### src/rtl/bcp_ctrl.sv
// Boolean constraint propagation sequencer.
// Starts each clause bank in turn, collects its done/imply/conflict response,
// and repeats full passes while any bank reports a new implication. A run ends
// on the first conflict, on a quiet pass, or when the repeat budget is used up.
// All outputs are registered: they are derived from the next-state values.
module bcp_ctrl #(
    parameter int NUM_BANK = 4,
    parameter int MAX_ITER = 15,
    parameter int BIDX_W   = 2
) (
    input  logic                clk,
    input  logic                rst,
    input  logic                start_bcp,
    output logic [NUM_BANK-1:0] bank_start,
    input  logic [NUM_BANK-1:0] bank_done,
    input  logic [NUM_BANK-1:0] bank_imply,
    input  logic [NUM_BANK-1:0] bank_conflict,
    output logic                busy,
    output logic                done_bcp,
    output logic                conflict,
    output logic [BIDX_W-1:0]   conflict_bank,
    output logic [3:0]          iter_cnt,
    output logic                overflow
);

    typedef enum logic [1:0] {
        IDLE   = 2'd0,
        ISSUE  = 2'd1,
        WAIT   = 2'd2,
        FINISH = 2'd3
    } state_t;

    localparam logic [BIDX_W-1:0] LAST_IDX = BIDX_W'(NUM_BANK - 1);
    localparam logic [3:0]        ITER_LIM = 4'(MAX_ITER);

    state_t              state_q, state_d;
    logic [BIDX_W-1:0]   idx_q, idx_d;
    logic                pass_imply_q, pass_imply_d;
    logic [NUM_BANK-1:0] bank_start_q, bank_start_d;
    logic                busy_q, busy_d;
    logic                done_q, done_d;
    logic                conflict_q, conflict_d;
    logic [BIDX_W-1:0]   conflict_bank_q, conflict_bank_d;
    logic [3:0]          iter_q, iter_d;
    logic                overflow_q, overflow_d;

    // One-hot decodes of the current bank (for response selection) and of the
    // next bank (for the start strobe).
    logic [NUM_BANK-1:0] idx_oh_q;
    logic [NUM_BANK-1:0] idx_oh_d;

    genvar gi;
    generate
        for (gi = 0; gi < NUM_BANK; gi++) begin : g_idx_dec
            assign idx_oh_q[gi] = (idx_q == BIDX_W'(gi));
            assign idx_oh_d[gi] = (idx_d == BIDX_W'(gi));
        end
    endgenerate

    // Only the bank currently being waited on is observed; other bits are masked.
    logic sel_done;
    logic sel_imply;
    logic sel_conflict;

    assign sel_done     = |(bank_done & idx_oh_q);
    assign sel_imply    = |(bank_imply & idx_oh_q);
    assign sel_conflict = |(bank_conflict & idx_oh_q);

    // Next-state and next-output logic.
    always_comb begin
        state_d         = state_q;
        idx_d           = idx_q;
        pass_imply_d    = pass_imply_q;
        conflict_d      = conflict_q;
        conflict_bank_d = conflict_bank_q;
        iter_d          = iter_q;
        overflow_d      = overflow_q;

        case (state_q)
            IDLE: begin
                if (start_bcp) begin
                    state_d         = ISSUE;
                    idx_d           = '0;
                    pass_imply_d    = 1'b0;
                    conflict_d      = 1'b0;
                    conflict_bank_d = '0;
                    iter_d          = 4'd0;
                    overflow_d      = 1'b0;
                end
            end
            ISSUE: begin
                // The strobe is out this cycle; any done seen now is stale.
                state_d = WAIT;
            end
            WAIT: begin
                if (sel_done) begin
                    if (sel_conflict) begin
                        // Conflict wins over a simultaneous implication.
                        conflict_d      = 1'b1;
                        conflict_bank_d = idx_q;
                        state_d         = FINISH;
                    end else if (idx_q != LAST_IDX) begin
                        pass_imply_d = pass_imply_q | sel_imply;
                        idx_d        = idx_q + 1'b1;
                        state_d      = ISSUE;
                    end else if (!(pass_imply_q | sel_imply)) begin
                        state_d = FINISH;
                    end else if (iter_q < ITER_LIM) begin
                        iter_d       = iter_q + 4'd1;
                        idx_d        = '0;
                        pass_imply_d = 1'b0;
                        state_d      = ISSUE;
                    end else begin
                        overflow_d = 1'b1;
                        state_d    = FINISH;
                    end
                end
            end
            FINISH: begin
                state_d = IDLE;
            end
            default: begin
                state_d = IDLE;
            end
        endcase

        bank_start_d = (state_d == ISSUE) ? idx_oh_d : '0;
        busy_d       = (state_d != IDLE);
        done_d       = (state_d == FINISH);
    end

    // State, bookkeeping and output registers.
    always_ff @(posedge clk or posedge rst) begin
        if (rst) begin
            state_q         <= IDLE;
            idx_q           <= '0;
            pass_imply_q    <= 1'b0;
            bank_start_q    <= '0;
            busy_q          <= 1'b0;
            done_q          <= 1'b0;
            conflict_q      <= 1'b0;
            conflict_bank_q <= '0;
            iter_q          <= 4'd0;
            overflow_q      <= 1'b0;
        end else begin
            state_q         <= state_d;
            idx_q           <= idx_d;
            pass_imply_q    <= pass_imply_d;
            bank_start_q    <= bank_start_d;
            busy_q          <= busy_d;
            done_q          <= done_d;
            conflict_q      <= conflict_d;
            conflict_bank_q <= conflict_bank_d;
            iter_q          <= iter_d;
            overflow_q      <= overflow_d;
        end
    end

    assign bank_start    = bank_start_q;
    assign busy          = busy_q;
    assign done_bcp      = done_q;
    assign conflict      = conflict_q;
    assign conflict_bank = conflict_bank_q;
    assign iter_cnt      = iter_q;
    assign overflow      = overflow_q;

endmodule

### config.mk
export PLATFORM = sky130hd
export DESIGN_NAME = bcp_ctrl
export DESIGN_NICKNAME = d
export VERILOG_FILES = /design/src/rtl/bcp_ctrl.sv
export SDC_FILE = /design/constraint.sdc
export NUM_CORES = 1
export LEC_CHECK = 0
export CAP_MARGIN = 20
export CORE_MARGIN = 3
export CORE_UTILIZATION = 45
export DETAILED_ROUTE_END_ITERATION = 6
export GPL_ROUTABILITY_DRIVEN = 0
export PLACE_DENSITY = 0.76
export SYNTH_ARGS = -nofsm -noshare
export SYNTH_HDL_FRONTEND = slang
export SYNTH_SLANG_ARGS = --single-unit
### constraint.sdc
create_clock -name clk -period 3.6 [get_ports clk]
set_input_delay 0.72 -clock clk [delete_from_list [all_inputs] [get_ports clk]]
set_output_delay 0.72 -clock clk [all_outputs]
set_load 0.005 [all_outputs]
; Yosys cells after proc, flatten, opt, wreduce, memory -nomap -nowiden
; Index checks and enable logic that the tools add are counted.
[op_classes]
reduce_logical = 12
addsub = 2
magnitude_cmp = 1
n_mux = 42
eq_ne = 22
bitwise = 4
[op_table]
columns = cell, n
row1 = 2-bit two-way mux, 15
row2 = 4-bit two-way mux, 7
row3 = 2-bit != test (second input constant), 9
row4 = 2-bit == test (second input constant), 7
row5 = 7-bit AND reduction, 2
row6 = 1-bit two-way mux, 13
row7 = 4-bit AND, 3
row8 = 4-bit OR reduction, 3
row9 = 2-bit by 1-bit == test with 1-bit output (second input constant), 4
row10 = 2-bit case mux with 2 select lines, 2
row11 = 2-bit case mux with 4 select lines, 1
row12 = 4-bit case mux with 2 select lines, 1
row13 = 2-bit zero test, 3
row14 = 3-bit != test (second input constant), 2
row15 = 1-bit case mux with 2 select lines, 3
row16 = 6-bit AND reduction, 1
row17 = 4-bit by 1-bit adder with 4-bit output (second input constant), 1
row18 = 4-bit < comparator (second input constant), 1
row19 = 4-bit AND reduction, 1
row20 = 2-bit nonzero test, 2
row21 = 2-bit by 1-bit adder with 2-bit output (second input constant), 1
row22 = 1-bit OR, 1
[word_totals]
wordCells = 93
register_bits = 19
output_inout_bits = 14

; Longest topological paths before layout
; Gate-level depths: netlist of the first run.
[logic_depth]
depth_word = 11
ltp_mapped = 8
ltp_nobuf = 8

; Worst setup path before layout of the first run
; No wires, ideal clock.
[synth_timing]
path_kind = in2reg
startpoint = in bank_conflict[2]
endpoint = reg iter_q[3] (netlist: iter_cnt[3])
slack_ns = 1.464
setup_time_ns = 0.127
path_stages = 5
t_arrival_ns = 2.008
n_path_buf = 0
required_ns = 3.473
path_cell_list = a22oi_1 o211ai_2 a221oi_4 nand4_1 mux2_1
[synth_between]
elab_chain_len = 4
[synth_rtl]
columns = element, line_no
row1 = start: declaration, 17  ; input logic [NUM_BANK-1:0] bank_conflict,
row2 = 4-bit AND, 67  ; assign sel_conflict = |(bank_conflict & idx_oh_q);
row3 = 4-bit OR reduction, 67
row4 = 2-bit != test (no line), -
row5 = 7-bit AND reduction (no line), -
row6 = end signal: assignment, 154  ; iter_q <= iter_d;
row7 = end: declaration, 44  ; logic [3:0] iter_q, iter_d;
; No other way between the ends.
; A chain may end at the register's enable or synchronous reset.

; Worst setup path in the final report of the first run
[layout_timing]
startpoint = in bank_conflict[0]
endpoint = reg iter_q[3] (netlist: iter_cnt[3])
; The elaborated chain is that of the path after synthesis.

==> impl_metrics.py, run 1 <==
metrics = {
    "critical_path": {
        "reg2reg_slack_ps": 1220,
        "worstPathRequired_ps": 3780,
        "reg2reg_depth": 7,
        "arrival_ps": 2580,
        "reg2reg_from": "idx_q[0]",
        "start_kind": "primary input",
        "crit_type": "primary input to register",
        "timing.rr.end": "iter_cnt[3]",
        "endpoint_kind": "register",
        "path_max_fanout": 8,
    },
    "sta": {
        "tightest_slew_ps": 712,
        "drv_slew": 0,
        "fin_crit_sh": 0.666,
        "rsz0062_at_grt": "false",
        "hold_viol": 0,
        "relSlewSlack": 0.525,
        "setup_viol": 0,
        "fmax_mhz": 417,
        "clock-skew-final_ps": 4.90,
        "fin_setup_tns_ps": 0,
        "finalCriticalPeriod_ps": 2400,
    },
    "route": {
        "wirelength_um": 2160,
        "drc": 0,
        "ant_nets": 0,
        "dr.pass1.iters": 4,
        "first_iter_violations": 15,
        "via_count": 824,
        "post_drt_wl_per_cell_um": 14.2,
        "drt-vias-per-instance": 5.42,
    },
    "power": {
        "ir_worst_vdd_mv": 0.474,
        "power_uw": 861,
        "power_density_nw_per_um2": 649,
        "p_leak_nw": 0.612,
    },
    "logic_synthesis": {
        "synth_cell_type_count": 34,
        "syn_inst": 95,
        "yosysTopAreaCellShare": 0.478,
        "synth.top_cells.by_area": "dfrtp_1, ha_1, a21oi_1",
        "syn_nets": 115,
        "synth_compound_area_frac": 0.226,
        "ys_async_sr_fraction": 1.00,
        "synthSimpleGateAreaFrac": 0.140,
        "netlist_area_um2": 995,
        "synth-xor-area-share": 0,
        "ys_seq_area_frac": 0.478,
        "synth_top_family_by_area": "compound AO/OA/AOI/OAI gates",
        "synthFlopType": "dfrtp_1",
        "synth.area.mux_share": 0.0541,
        "synth.avg_cell_area_um2": 10.5,
        "yosys.area.top_type": "dfrtp_1",
        "synth_fa_ha_area_frac": 0.0629,
        "yosysWarnings": 0,
        "ys_ff_latch": 19,
        "synth_enable_flop_cells": 0,
    },
    "grt": {
        "grt_pass1_vias": 766,
        "grt_use_total": 0.173,
        "antenna_found_initial": 0,
        "grt_max_degree": 20,
        "grt_first_pass_wirelength_um": 3460,
        "grt_overflow": 0,
    },
    "floorplan": {
        "io_pins": 29,
        "die_height_um": 53.0,
        "die_w_um": 53.0,
        "fp.dieArea_um2": 2810,
        "initial_core_util": 0.492,
        "core_area_um2": 2020,
        "rows": 16,
    },
    "placement": {
        "port_buffers": 28,
        "placed_cells": 148,
        "place_hpwl_um": 1670,
        "place_area_um2": 1300,
    },
    "cells_and_area": {
        "num_antenna_cells": 0,
        "final_cell_area_um2": 1330,
        "seqCellArea_um2": 475,
        "nFillCells": 168,
        "stdcell_count": 152,
        "multi_input_area_um2": 480,
        "fin_nets": 146,
        "area_growth_pct": 33.5,
        "final_core_util": 0.657,
        "drive_gt1_frac": 0.0800,
    },
    "hold_path": {
        "whs_endpoint": "overflow",
        "hp-class": "register to register",
        "worstHoldStart": "overflow",
        "whs_path_depth": 2,
    },
    "clocking": {
        "clock-sinks": 19,
        "post_cts.repair.setup_buffers": 0,
        "worst_skew_pair.late_latency_ps": 300,
        "htreeDepth": 1,
        "clk_pin_slew_ps": 100,
        "ctsResizeCount": 0,
        "cts_buffer_depth": 2,
        "cts_tree": "done",
        "cts_root_buf": "clkbuf_4",
        "hold_buffers": 0,
        "cts_inserted_buffers": 3,
    },
    "status": {
        "outcome": "complete, no violations",
    },
    "flow_run": {
        "cap_violations": 0,
    },
}
[worst max path at each step]
| stage | startpoint | end | slack (ps) | cells past startpoint |
|---|---|---|---|---|
| 2_1_floorplan | bank_conflict[2] | iter_cnt[3] | 1460 | 5 |
| 3_3_place_gp | bank_conflict[2] | iter_cnt[3] | 960 | 6 |
| 3_5_place_dp | bank_conflict[0] | iter_cnt[3] | 880 | 6 |
| 4_1_cts | bank_conflict[2] | iter_cnt[3] | 1200 | 6 |
| 5_1_grt | idx_q[0] | iter_cnt[3] | 1020 | 7 |
| 6_report | bank_conflict[0] | iter_cnt[3] | 1200 | 6 |
[layout make-up]
| cell class | instances | area share |
|---|---|---|
| clock buffers | 3 | 0.0170 |
| clock inverters | 1 | 0.00377 |
| inverters | 8 | 0.0226 |
| multi-input cells | 66 | 0.362 |
| flip-flops and latches | 19 | 0.358 |
| well taps | 27 | 0.0254 |
| repair buffers | 28 | 0.211 |
[layer usage]
metal / vias to the layer above / GRT usage / part of all wire
met5: - / 0 / 0
met4: 0 / 0.0766 / 0.014
met3: 4 / 0.0394 / 0.069
met2: 29 / 0.252 / 0.45
met1: 391 / 0.244 / 0.47
li1: 400 / - / -
[critical path, stage by stage]
cell             delay (ps)
clkdlybuf4s50_1         400
a22oi_1                 320
o211ai_2                200
a221oi_4                450
nand4_1                 150
mux2_1                  330
[power by group]
part / switching (mW) / internal (mW) / total, mW
Combinational: 0.213 / 0.212 / 0.425
Sequential: 0.0522 / 0.276 / 0.328
Clock: 0.0663 / 0.0414 / 0.108
Total: 0.332 / 0.530 / 0.861
[cells in the mapped netlist, types with 2 or more instances]
cell type / instances
a21o_1: 3
a21oi_1: 8
a22oi_1: 3
dfrtp_1: 19
ha_1: 5
inv_1: 8
mux2_2: 2
mux2i_1: 2
nand2_1: 5
nand2b_1: 2
nand3_1: 2
nand4_1: 2
nor2_1: 8
nor2b_1: 4
nor3b_1: 2
o21ai_0: 2
[placed cells by master, fill, tap and decap left out, types with 2 or more instances in the layout]
master | Yosys | routed
a21o_1 | 3 | 3
a21oi_1 | 8 | 8
a22oi_1 | 3 | 3
clkbuf_4 | 0 | 3
clkdlybuf4s50_1 | 0 | 28
dfrtp_1 | 19 | 19
ha_1 | 5 | 5
inv_1 | 8 | 8
mux2_2 | 2 | 2
mux2i_1 | 2 | 2
nand2_1 | 5 | 5
nand2b_1 | 2 | 2
nand3_1 | 2 | 2
nand4_1 | 2 | 2
nor2_1 | 8 | 8
nor2b_1 | 4 | 4
nor3b_1 | 2 | 2
o21ai_0 | 2 | 2
[cell families after synthesis]
logic type | Yosys count
simple gates | 27
compound gates | 29
buf+inv | 10
flops | 19
mux | 5
fa+ha+maj | 5
[sequential cells by signal (all words and copies together), names as in the netlist]
name	count
bank_start	4
busy	1
conflict	1
conflict_bank	2
done_bcp	1
idx_q	2
iter_cnt	4
overflow	1
pass_imply_q	1
state_q	2
[per-stage QoR]
step                      setup WS [ps]  hold WS [ps]
after global placement              963           486
after CTS                          1200           517
final                              1200           513
after detailed placement            884           492
after floorplan                    1460           486
after global routing               1020           542
Power figures use the tool's default switching activity.
==> inputs of run 2 (changes only) <==
Settings changed: CORE_UTILIZATION 45 to 41, PLACE_DENSITY 0.76 to 0.73.
Clock period 3.6 ns to 2 ns, I/O delays scaled along.
==> impl_metrics.py, run 2 (synthesis results as in run 1) <==
metrics = {
    "grt": {
        "antenna_found_initial": 0,
        "grt_pass1_vias": 936,
        "grt_overflow": 0,
        "grt_use_total": 0.179,
        "grt_first_pass_wirelength_um": 4400,
        "grt_max_degree": 13,
    },
    "route": {
        "ant_nets": 0,
        "dr.pass1.iters": 4,
        "post_drt_wl_per_cell_um": 15.4,
        "drt-vias-per-instance": 5.19,
        "via_count": 918,
        "wirelength_um": 2730,
        "first_iter_violations": 39,
        "drc": 0,
    },
    "critical_path": {
        "reg2reg_depth": 8,
        "path_max_fanout": 4,
        "cp.depth": 8,
        "slowest_stage": "dfrtp_2",
        "critPathTopFamily": "compound AO/OA/AOI/OAI gates",
        "worstPathRequired_ps": 2180,
        "path_cells": "inv_4 -> ha_4 -> a222oi_1 -> buf_4 -> a211o_1 -> a221oi_4 -> nand4_1 -> mux2_4",
        "arrival_ps": 2270,
        "max_stage_delay_ps": 460,
        "reg2reg_from": "idx_q[1]",
        "start_kind": "register",
        "endpoint_kind": "register",
        "crit_type": "register to register",
        "cp-startpoint": "idx_q[1]",
        "critPathBufInv": 2,
    },
    "placement": {
        "place_hpwl_um": 1920,
        "dp_slack_ps": -237,
        "port_buffers": 28,
        "place_area_um2": 1480,
    },
    "clocking": {
        "clock-sinks": 19,
        "clk_pin_slew_ps": 100,
        "hold_buffers": 0,
        "worst_skew_pair.late_latency_ps": 290,
        "cts_buffer_depth": 2,
        "cts_tree": "done",
        "cts_inserted_buffers": 3,
        "htreeDepth": 1,
        "cts_root_buf": "clkbuf_4",
    },
    "power": {
        "power_density_nw_per_um2": 1230,
        "ir_worst_vdd_mv": 0.878,
        "p_leak_nw": 0.744,
    },
    "cells_and_area": {
        "area_growth_pct": 63.5,
        "fin_nets": 170,
        "final_cell_area_um2": 1630,
        "mostFrequentLayoutCells": "clkdlybuf4s50_1, buf_4, dfrtp_1",
        "num_antenna_cells": 0,
        "nFillCells": 175,
        "mostFrequentLayoutCell": "clkdlybuf4s50_1",
        "final_core_util": 0.721,
        "drive_gt1_frac": 0.356,
    },
    "sta": {
        "fin_setup_tns_ps": -181,
        "fmax_mhz": 479,
        "rsz0062_at_grt": "true",
        "hold-worst-slack_ps": 331,
        "setup_ws_ps": -87.6,
        "hold_viol": 0,
        "fin_crit_sh": 1.04,
        "drv_slew": 0,
        "setup_viol": 5,
        "relSlewSlack": 0.767,
        "finalCriticalPeriod_ps": 2090,
        "clock-skew-final_ps": 6.55,
        "tightest_slew_ps": 348,
    },
    "floorplan": {
        "rows": 17,
        "initial_core_util": 0.441,
        "die_height_um": 55.3,
        "io_pins": 29,
        "fp.dieArea_um2": 3050,
        "die_w_um": 55.3,
        "core_area_um2": 2250,
    },
    "hold_path": {
        "hp-class": "primary input to async pin",
    },
    "status": {
        "failed_checks": "negative setup slack",
        "outcome": "complete, but fails checks",
    },
    "flow_run": {
        "cap_violations": 0,
    },
}
[run 2: worst register-to-register path: stages, from the launching register on]
cell and delay [ps]:
dfrtp_2 460, inv_4 100, ha_4 150, a222oi_1 90
buf_4 160, a211o_1 280, a221oi_4 280, nand4_1 140
mux2_4 320
[run 2: worst paths after layout]
check / endpoint / slack [ps]
worst min register to register: conflict / 520
worst max register to register: iter_cnt[3] / -90
worst min-delay path: bank_start[0] / 330
max in group asynchronous: conflict_bank[1] / 1190
worst max-delay path: iter_cnt[3] / -90
min in group clk: conflict / 520
[run 2: layout make-up]
| cell class | instances | area, µm² | area share |
|---|---|---|---|
| tap | 28 | 35.0 | 0.0215 |
| inverter | 8 | 35.0 | 0.0215 |
| multi-input combinational | 66 | 572 | 0.352 |
| clock buffer | 4 | 26.3 | 0.0162 |
| sequential | 19 | 478 | 0.294 |
| timing repair buffer | 52 | 480 | 0.295 |
[run 2: per-layer routing]
metal  GRT usage  share of wire  vias up
met5           0              0        -
met4      0.0660         0.0099        0
met3      0.0304          0.037        4
met2       0.287           0.51       23
met1       0.240           0.44      440
li1            -              -      451
[run 2: report_power, final]
part	internal, mW	leakage [nW]	total [mW]	switching, mW
clock	0.0776	0.0150	0.187	0.110
combinational	0.689	0.479	1.22	0.529
sequential	0.499	0.250	0.593	0.0940
total	1.27	0.744	2.00	0.733
[run 2: timing repair]
| action | CTS | global route |
|---|---|---|
| setup endpoints to repair | 13 | 12 |
| cloned | 0 | 0 |
| endpoints found under the hold margin | 0 | 0 |
| buffers inserted | 4 | 6 |
| pin swaps | 5 | 13 |
| resized for setup | 4 | 11 |
[run 2: per-stage QoR]
step	instances	total power, mW
global placement	165	1.58
CTS	173	1.85
global route	177	2.15
floorplan	95	1.13
detailed placement	165	1.60
finish	177	2.00
